==> src/rtl/msf_frame_assembler_if.sv <==
// msf_frame_assembler_if: decoder bit stream in, validated time-of-day frame out
interface msf_frame_if;
    logic       bits_valid_i;
    logic       bits_is_second_00_i;
    logic [1:0] bits_data_i;
    logic       time_valid_o;
    logic [7:0] year_o;
    logic [4:0] month_o;
    logic [5:0] day_o;
    logic [2:0] dow_o;
    logic [5:0] hour_o;
    logic [6:0] minute_o;
    logic       frame_strobe_o;
    logic       frame_err_o;
    logic [5:0] second_o;

    modport slave (
        input  bits_valid_i, bits_is_second_00_i, bits_data_i,
        output time_valid_o, year_o, month_o, day_o, dow_o, hour_o, minute_o,
               frame_strobe_o, frame_err_o, second_o
    );

    modport master (
        output bits_valid_i, bits_is_second_00_i, bits_data_i,
        input  time_valid_o, year_o, month_o, day_o, dow_o, hour_o, minute_o,
               frame_strobe_o, frame_err_o, second_o
    );
endinterface

==> src/rtl/msf_frame_assembler.sv <==
// msf_frame_assembler: checks MSF frames (length, marker, parity) and locks time after consecutive good frames
module msf_frame_assembler #(
    parameter int FRAME_MIN    = 59,
    parameter int FRAME_MAX    = 61,
    parameter int CHECK_PARITY = 1,
    parameter int GOOD_FRAMES  = 2
) (
    input logic        clk_i,
    input logic        rst_i,
    msf_frame_if.slave bus
);
    logic        synced_q, synced_d;
    logic [5:0]  sec_cnt_q, sec_cnt_d;
    logic [42:0] sa_q, sa_d;
    logic [5:0]  sb_q, sb_d;
    logic [3:0]  good_cnt_q, good_cnt_d;
    logic [34:0] fields_q, fields_d;
    logic        strobe_q, strobe_d;
    logic        err_q, err_d;
    logic        valid_q, valid_d;
    logic        data_pulse, s00_pulse, eval, len_ok, mark_ok, par_ok, good;
    logic [6:0]  len;

    assign data_pulse = bus.bits_valid_i & ~bus.bits_is_second_00_i;
    assign s00_pulse  = bus.bits_valid_i & bus.bits_is_second_00_i;
    assign eval       = s00_pulse & synced_q;

    // Frame judgement from the pre-update shift registers, plus all next-state values
    always_comb begin
        len        = {1'b0, sec_cnt_q} + 7'd1;
        len_ok     = (len >= 7'(FRAME_MIN)) && (len <= 7'(FRAME_MAX));
        mark_ok    = sa_q[7:0] == 8'b01111110;
        par_ok     = (CHECK_PARITY == 0) ||
                     ((^{sa_q[42:35], sb_q[5]}) & (^{sa_q[34:24], sb_q[4]}) &
                      (^{sa_q[23:21], sb_q[3]}) & (^{sa_q[20:8], sb_q[2]}));
        good       = len_ok & mark_ok & par_ok;
        synced_d   = synced_q | s00_pulse;
        sec_cnt_d  = s00_pulse ? 6'd0 :
                     data_pulse ? ((sec_cnt_q == 6'd63) ? sec_cnt_q : sec_cnt_q + 6'd1) : sec_cnt_q;
        sa_d       = s00_pulse ? '0 : data_pulse ? {sa_q[41:0], bus.bits_data_i[1]} : sa_q;
        sb_d       = s00_pulse ? '0 : data_pulse ? {sb_q[4:0], bus.bits_data_i[0]} : sb_q;
        good_cnt_d = !eval ? good_cnt_q :
                     !good ? 4'd0 :
                     (good_cnt_q == 4'(GOOD_FRAMES)) ? good_cnt_q : good_cnt_q + 4'd1;
        fields_d   = (eval & good) ? sa_q[42:8] : fields_q;
        strobe_d   = eval & good;
        err_d      = eval & ~good;
        valid_d    = good_cnt_d == 4'(GOOD_FRAMES);
    end

    // State registers; reset drops any frame in progress and any coincident pulse
    always_ff @(posedge clk_i) begin
        if (rst_i) begin
            synced_q   <= 1'b0;
            sec_cnt_q  <= '0;
            sa_q       <= '0;
            sb_q       <= '0;
            good_cnt_q <= '0;
            fields_q   <= '0;
            strobe_q   <= 1'b0;
            err_q      <= 1'b0;
            valid_q    <= 1'b0;
        end else begin
            synced_q   <= synced_d;
            sec_cnt_q  <= sec_cnt_d;
            sa_q       <= sa_d;
            sb_q       <= sb_d;
            good_cnt_q <= good_cnt_d;
            fields_q   <= fields_d;
            strobe_q   <= strobe_d;
            err_q      <= err_d;
            valid_q    <= valid_d;
        end
    end

    assign bus.time_valid_o   = valid_q;
    assign bus.year_o         = fields_q[34:27];
    assign bus.month_o        = fields_q[26:22];
    assign bus.day_o          = fields_q[21:16];
    assign bus.dow_o          = fields_q[15:13];
    assign bus.hour_o         = fields_q[12:7];
    assign bus.minute_o       = fields_q[6:0];
    assign bus.frame_strobe_o = strobe_q;
    assign bus.frame_err_o    = err_q;
    assign bus.second_o       = sec_cnt_q;
endmodule

==> src/flat_wrapper.sv <==
// flat-port wrapper written by rule: the top's interface ports become plain ports
module msf_frame_assembler_flat 
#(
    parameter int FRAME_MIN    = 59,
    parameter int FRAME_MAX    = 61,
    parameter int CHECK_PARITY = 1,
    parameter int GOOD_FRAMES  = 2
)
  (clk_i, rst_i, bus_bits_valid_i, bus_bits_is_second_00_i, bus_bits_data_i, bus_time_valid_o, bus_year_o, bus_month_o, bus_day_o, bus_dow_o, bus_hour_o, bus_minute_o, bus_frame_strobe_o, bus_frame_err_o, bus_second_o);
  msf_frame_if bus_i ();
  input logic clk_i;
  input logic rst_i;
  input wire logic [$bits(bus_i.bits_valid_i)-1:0] bus_bits_valid_i;
  input wire logic [$bits(bus_i.bits_is_second_00_i)-1:0] bus_bits_is_second_00_i;
  input wire logic [$bits(bus_i.bits_data_i)-1:0] bus_bits_data_i;
  output wire logic [$bits(bus_i.time_valid_o)-1:0] bus_time_valid_o;
  output wire logic [$bits(bus_i.year_o)-1:0] bus_year_o;
  output wire logic [$bits(bus_i.month_o)-1:0] bus_month_o;
  output wire logic [$bits(bus_i.day_o)-1:0] bus_day_o;
  output wire logic [$bits(bus_i.dow_o)-1:0] bus_dow_o;
  output wire logic [$bits(bus_i.hour_o)-1:0] bus_hour_o;
  output wire logic [$bits(bus_i.minute_o)-1:0] bus_minute_o;
  output wire logic [$bits(bus_i.frame_strobe_o)-1:0] bus_frame_strobe_o;
  output wire logic [$bits(bus_i.frame_err_o)-1:0] bus_frame_err_o;
  output wire logic [$bits(bus_i.second_o)-1:0] bus_second_o;
  assign bus_i.bits_valid_i = bus_bits_valid_i;
  assign bus_i.bits_is_second_00_i = bus_bits_is_second_00_i;
  assign bus_i.bits_data_i = bus_bits_data_i;
  assign bus_time_valid_o = bus_i.time_valid_o;
  assign bus_year_o = bus_i.year_o;
  assign bus_month_o = bus_i.month_o;
  assign bus_day_o = bus_i.day_o;
  assign bus_dow_o = bus_i.dow_o;
  assign bus_hour_o = bus_i.hour_o;
  assign bus_minute_o = bus_i.minute_o;
  assign bus_frame_strobe_o = bus_i.frame_strobe_o;
  assign bus_frame_err_o = bus_i.frame_err_o;
  assign bus_second_o = bus_i.second_o;
  msf_frame_assembler #(.FRAME_MIN(FRAME_MIN), .FRAME_MAX(FRAME_MAX), .CHECK_PARITY(CHECK_PARITY), .GOOD_FRAMES(GOOD_FRAMES)) u_core (.clk_i(clk_i), .rst_i(rst_i), .bus(bus_i));
endmodule
==> config.mk <==
export PLATFORM = sky130hd
export DESIGN_NAME = msf_frame_assembler_flat
export DESIGN_NICKNAME = d
export VERILOG_FILES = /design/src/rtl/msf_frame_assembler_if.sv /design/src/rtl/msf_frame_assembler.sv /design/src/flat_wrapper.sv
export SDC_FILE = /design/constraint.sdc
export NUM_CORES = 1
export LEC_CHECK = 0
export CAP_MARGIN = 30
export CORE_MARGIN = 4
export CORE_UTILIZATION = 60
export CTS_BUF_LIST = sky130_fd_sc_hd__clkbuf_2
export DETAILED_ROUTE_END_ITERATION = 12
export DONT_BUFFER_PORTS = 1
export PLACE_DENSITY = 0.76
export SKIP_CTS_REPAIR_TIMING = 1
export SLEW_MARGIN = 5
export SYNTH_ARGS = -nofsm -noshare
export SYNTH_HDL_FRONTEND = slang
export SYNTH_SLANG_ARGS = --single-unit
==> constraint.sdc <==
create_clock -name clk_i -period 2.78 [get_ports clk_i]
set_input_delay 0.556 -clock clk_i [delete_from_list [all_inputs] [get_ports clk_i]]
set_output_delay 0.556 -clock clk_i [all_outputs]
set_load 0.01 [all_outputs]
## Word-level counts from Yosys, hierarchy flattened

Index checks and enable logic that the tools add are counted.

| word-level totals | value |
|---|---|
| register bits after elaboration | 98 |
| input port bits | 6 |

| operators by class | value |
|---|---|
| equal/unequal tests | 4 |
| reduce and logical (&&, ||, !) cells | 7 |
| add/sub/neg operators | 3 |
| bitwise logic cells | 14 |
| $lt $le $gt $ge | 2 |
| muxes and demuxes | 3 |

Operators by type and width:

| operator | count |
|---|---|
| $reduce_xor A14 Y1 | 1 |
| $mux W4 | 3 |
| $reduce_xor A12 Y1 | 1 |
| $and A1 B1 Y1 | 10 |
| $reduce_xor A9 Y1 | 1 |
| $eq A4 B2 Y1 const B | 2 |
| $eq A8 B7 Y1 const B | 1 |
| $add A6 B1 Y7 const B | 1 |
| $ge A7 B6 Y1 const B | 1 |
| $le A7 B6 Y1 const B | 1 |
| $add A6 B1 Y6 const B | 1 |
| $eq A6 B6 Y1 const B | 1 |
| $add A4 B1 Y4 const B | 1 |
| $reduce_xor A4 Y1 | 1 |
| $not A1 Y1 | 3 |
| $reduce_and A2 Y1 | 1 |
| $reduce_or A2 Y1 | 1 |
| $logic_and A1 B1 Y1 | 1 |
| $or A1 B1 Y1 | 1 |

## Longest topological paths before layout

| logic depth | value |
|---|---|
| depth after elaboration | 8 |
| mapped depth | 10 |

## Worst setup path after synthesis

OpenSTA, ideal clock, no wires.

| timing path | value |
|---|---|
| path kind | reg-to-reg |
| from | register u_core.sec_cnt_q[0], in the netlist u_core.bus.second_o[0] |
| to | register u_core.fields_q[5] |
| stages on the path, launching flop included | 10 |
| setup slack | 0.383 ns |
| data arrival time | 2.265 ns |
| clock period less this slack | 2.397 ns |
| path through | dfxtp_1 -> ha_1 -> xor2_1 -> nand3b_1 -> a32o_1 -> a2111o_1 -> buf_2 -> buf_2 -> o31ai_1 -> a21oi_1 |

| between the ends | value |
|---|---|
| cells in the longest elaborated chain, start to end | 6 |

Ends and longest elaborated chain:

| element | RTL line | source |
|---|---|---|
| start, declared | msf_frame_assembler.sv:13 | `logic [5:0] sec_cnt_q, sec_cnt_d;` |
| start signal, assigned | msf_frame_assembler.sv:65 | `sec_cnt_q <= sec_cnt_d;` |
| $add A6 B1 Y7 (*) | msf_frame_assembler.sv:30 | `len = {1'b0, sec_cnt_q} + 7'd1;` |
| $ge A7 B6 Y1 or $le A7 B6 Y1 (tied branches) | msf_frame_assembler.sv:31 | `len_ok = (len >= 7'(FRAME_MIN)) && (len <= 7'(FRAME_MAX));` |
| $logic_and A1 B1 Y1 (*) | msf_frame_assembler.sv:31 |  |
| $and A1 B1 Y1 (*) (2 in a row) | msf_frame_assembler.sv:36 | `good = len_ok & mark_ok & par_ok;` |
| $and A1 B1 Y1 (*) | msf_frame_assembler.sv:45 | `fields_d = (eval & good) ? sa_q[42:8] : fields_q;` |
| end signal, assigned | msf_frame_assembler.sv:69 | `fields_q <= fields_d;` |
| end, declared | msf_frame_assembler.sv:17 | `logic [34:0] fields_q, fields_d;` |

Mark *: on every way between the ends. The rest lies on a longest branch, timed or not.
A chain may end at the register's enable or synchronous reset.

## Final worst setup path

| timing path | value |
|---|---|
| from | register u_core.sec_cnt_q[0], in the netlist u_core.bus.second_o[0] |
| to | register u_core.fields_q[2] |

The elaborated chain is that of the path after synthesis.

==> parameters.txt <==
Parameter                              Value

Worst hold path
  Hold path start    rst_i
  Min-Delay Path Class    in2reg

Drt
  Mean routed wirelength per cell    16.8 um
  Detailed-route wire length    just over 10,000 um
  Antenna-violating nets left    0
  Via count    3,853
  Remaining DRCs    0
  DRC marker count from the first detailed-route iteration    212
  Post-detailed-route via-to-cell ratio    6.28
  First-pass iteration count of the detailed router    5

Timing
  Total negative setup slack    0 ps
  Peak Freq    0.396 GHz
  Final setup violating endpoints    0
  Hold Fails Final Rpt    0
  Worst hold-check slack    58.2 ps
  Maximum clock skew at final layout    21.2 ps
  Setup repair after global routing missed its margin    false
  Worst Max-Slew Pin Slew    918 ps
  Final critical path time including I/O delays and setup    about 2500 ps
  Normalized max-slew margin    38.6%
  Post-route fraction of the period consumed by the critical path    90.7%
  Slew Viols, Final    0

Die
  # IOs    50
  Die Area    between 0.009 and 0.01 mm2
  Horizontal extent of the die    95.7 um
  Starting utilization of the core area    62.7%
  FP Rows    31
  Die Span Y    95.7 um
  Core Box Area    0.00737 mm2

Clock network
  Clock sink total    98
  Number of buffers added by the clock tree synthesis step    9
  Clock input transition at the sequential cells of the worst setup and hold paths    250 ps
  Skew-Pair Late Insertion Delay    ~550 ps
  H-Tree Depth    3
  Clock tree from TritonCTS    done
  CTS Root Buffer Type    sky130_fd_sc_hd__clkbuf_2
  Maximum count of clock buffers along a single path    2

Cells and area
  Final cell count without fillers    614
  Fraction of layout cells with a size suffix above 1    under 10%
  Fin util    64.6%
  Final net count    522
  Antenna cell count    0
  Area growth, synth to finish    3.09%

Setup path
  Category of the worst setup path capture point    flop
  Critical path class    reg2reg
  Critical path buffer and inverter count    1
  Kind of launch point of the worst setup path    flop
  CP top delay family    compound AO/OA/AOI/OAI gates
  Worst setup path startpoint    u_core.bus.second_o[0]
  Data required time of the worst path    roughly 3200 ps
  Critical register-to-register path startpoint    u_core.bus.second_o[0]
  Slowest stage cell on the critical path    sky130_fd_sc_hd__dfxtp_1
  Data arrival time of the critical path    approximately 3000 ps
  Ordered list of cells on the worst path    ha_1 -> xor2_1 -> nand3b_1 -> a32o_1 -> a2111o_1 -> buf_4 -> o31ai_1 -> a21oi_1
  Critical path peak fanout    35
  Max stage delay on crit path    approximately 480 ps

Placed design
  Number of placed instances, taps included    ~600
  Detailed Place HPWL    6100 um
  Final GP Congestion    between 0.7 and 0.8
  # port buffers    0

GRT
  Number of global-route vias before repair    3,629
  Largest net degree at the start of global routing    96
  Met1 demand-to-capacity share in global routing    around 29%
  Global Route Usage Sum    23.1%
  GR met3 Demand/Resource    4.69%
  Wire length of the first global-routing pass    roughly 17,000 um
  Met2 track utilization from global routing    39.3%
  Antenna violations before repair    0
  Leftover overflow at the end of global routing    0
  Layer with the highest usage after global routing    met2

Synth
  Post-synth net total    549
  Synth area leader    sky130_fd_sc_hd__dfxtp_1
  Predominant post-synthesis flop cell    sky130_fd_sc_hd__dfxtp_1
  Adder-cell area share of the yosys netlist    1.35%
  Number of enable-type register cells in the synthesized netlist    0
  Fraction of the mapped netlist area in simple logic gates    just under 20%
  Post-Synth XOR/XNOR Area    around 8%
  Sequential-to-total area share from yosys stat    42.5%
  Warning count from the yosys run    0
  Most frequent cells after synthesis    sky130_fd_sc_hd__dfxtp_1 (98), sky130_fd_sc_hd__nor2_1 (71), sky130_fd_sc_hd__nand2_1 (56)
  Main combinational cell family by area after synthesis    compound AO/OA/AOI/OAI gates
  Total of flip-flops plus latches after synthesis    between 90 and 100
  Proportion of synthesized area in mux cells    0.217%
  Most frequent cell after synthesis    sky130_fd_sc_hd__dfxtp_1
  Number of distinct library cell variants in the gate-level netlist after synthesis    45
  Async S/R FF share, synth    0%
  Top cell type's share of synthesized area    42.5%
  Syn avg cell area    8.58 um2
  Largest cells by area after synthesis    sky130_fd_sc_hd__dfxtp_1 (42%), sky130_fd_sc_hd__a2bb2oi_1 (8.2%), sky130_fd_sc_hd__nor2_1 (5.8%), sky130_fd_sc_hd__o31ai_1 (5.7%), sky130_fd_sc_hd__nand4_1 (5.1%)
  Compound-cell area share of the yosys netlist    23.2%
  Number of instances in the synthesized netlist    538
  Cell Area, Synth    0.00462 mm2

Power
  Leak pwr    1.61 nW
  Fraction of power consumed by the clock network    31.0%
  Sequential group share of total power    about two thirds
  Proportion of total power due to net switching    about 25%
  Gate power share    4.3%
  Power spent charging and discharging nets    about 0.54 mW
  Power per unit of standard cell area    462 mW/mm2
  Worst supply voltage drop on vdd    0.244 mV
  Cell-internal power    1.65 mW

Job
  Max-cap check violation count    0

Status
  Status    completed
## cells in the final DEF (no fill, tap or decap), types with 3 or more instances in the layout
cell	Yosys	layout
sky130_fd_sc_hd__xnor3_1	3	3
sky130_fd_sc_hd__nor2_1	71	70
sky130_fd_sc_hd__dfxtp_1	98	97
sky130_fd_sc_hd__xnor2_1	23	23
sky130_fd_sc_hd__nor4_1	3	3
sky130_fd_sc_hd__nand2_1	56	56
sky130_fd_sc_hd__nand3_1	8	8
sky130_fd_sc_hd__nand2b_1	4	4
sky130_fd_sc_hd__nand4_1	38	38
sky130_fd_sc_hd__a21oi_1	47	47
sky130_fd_sc_hd__o21ai_0	4	4
sky130_fd_sc_hd__o31ai_1	35	35
sky130_fd_sc_hd__nor3_1	4	4
sky130_fd_sc_hd__and3_1	3	3
sky130_fd_sc_hd__clkbuf_2	0	9
sky130_fd_sc_hd__ha_1	5	5
sky130_fd_sc_hd__buf_4	0	9
sky130_fd_sc_hd__a211oi_1	3	3
sky130_fd_sc_hd__inv_1	4	4
sky130_fd_sc_hd__xor2_1	7	7
sky130_fd_sc_hd__a2bb2oi_1	43	43
## stage by stage
| step | setup slack, ps | area, um2 | total power, mW |
|---|---|---|---|
| global route | 63.2 | 4760 | 2.29 |
| floorplan | 383 | 4620 | 1.54 |
| finish | 258 | 4760 | 2.20 |
| global placement | 357 | 4610 | 1.52 |
| CTS | 196 | 4720 | 2.19 |
| detailed placement | 235 | 4610 | 1.52 |
## path summary, 6_finish.rpt
check | depth (start not counted) | slack (ps) | to
setup / recovery | 8 | 260 | u_core.fields_q[2]
hold / removal | 1 | 60 | u_core.sa_q[8]
setup reg to reg | 8 | 260 | u_core.fields_q[2]
hold reg to reg | 2 | 520 | u_core.fields_q[7]
## power groups by stage
stage | sequential, mW | combinational (mW) | clock (mW)
6_report | 1.42 | 0.0946 | 0.681
5_1_grt | 1.42 | 0.102 | 0.762
4_1_cts | 1.42 | 0.0700 | 0.701
3_5_place_dp | 1.45 | 0.0698 | 0
3_3_place_gp | 1.45 | 0.0687 | 0
2_1_floorplan | 1.45 | 0.0935 | 0
## sequential cells by signal, summed over array words and instances, names as in the netlist
signal,flops
u_core.fields_q,35
u_core.sb_q,6
u_core.bus.second_o,6
u_core.good_cnt_q,4
u_core.bus.time_valid_o,1
u_core.sa_q,43
u_core.bus.frame_err_o,1
u_core.synced_q,1
u_core.bus.frame_strobe_o,1
## routing by layer
| layer | vias up | part of all wire [%] |
|---|---|---|
| met5 | - | 0 |
| met4 | 0 | 1.8 |
| met3 | 15 | 6.1 |
| met2 | 124 | 49 |
| met1 | 1829 | 43 |
| li1 | 1885 | - |
## area by class of cell
type	instances	area, um2
Clock buffer	9	45.0
Clock inverter	6	66.3
Fill cell	630	2610
Inverter	5	18.8
Multi-Input combinational cell	384	2420
Sequential cell	98	1960
Tap cell	99	124
Timing Repair Buffer	13	128
## cells by family (layout without fill, tap and decap cells)
group	count (synthesis)	in the layout
compound gates	147	147
xor+xnor	35	35
fa+ha+maj	5	5
buf+inv	56	33
flops	98	98
mux	1	1
simple gates	196	196
(Power assumes the default switching activity.)
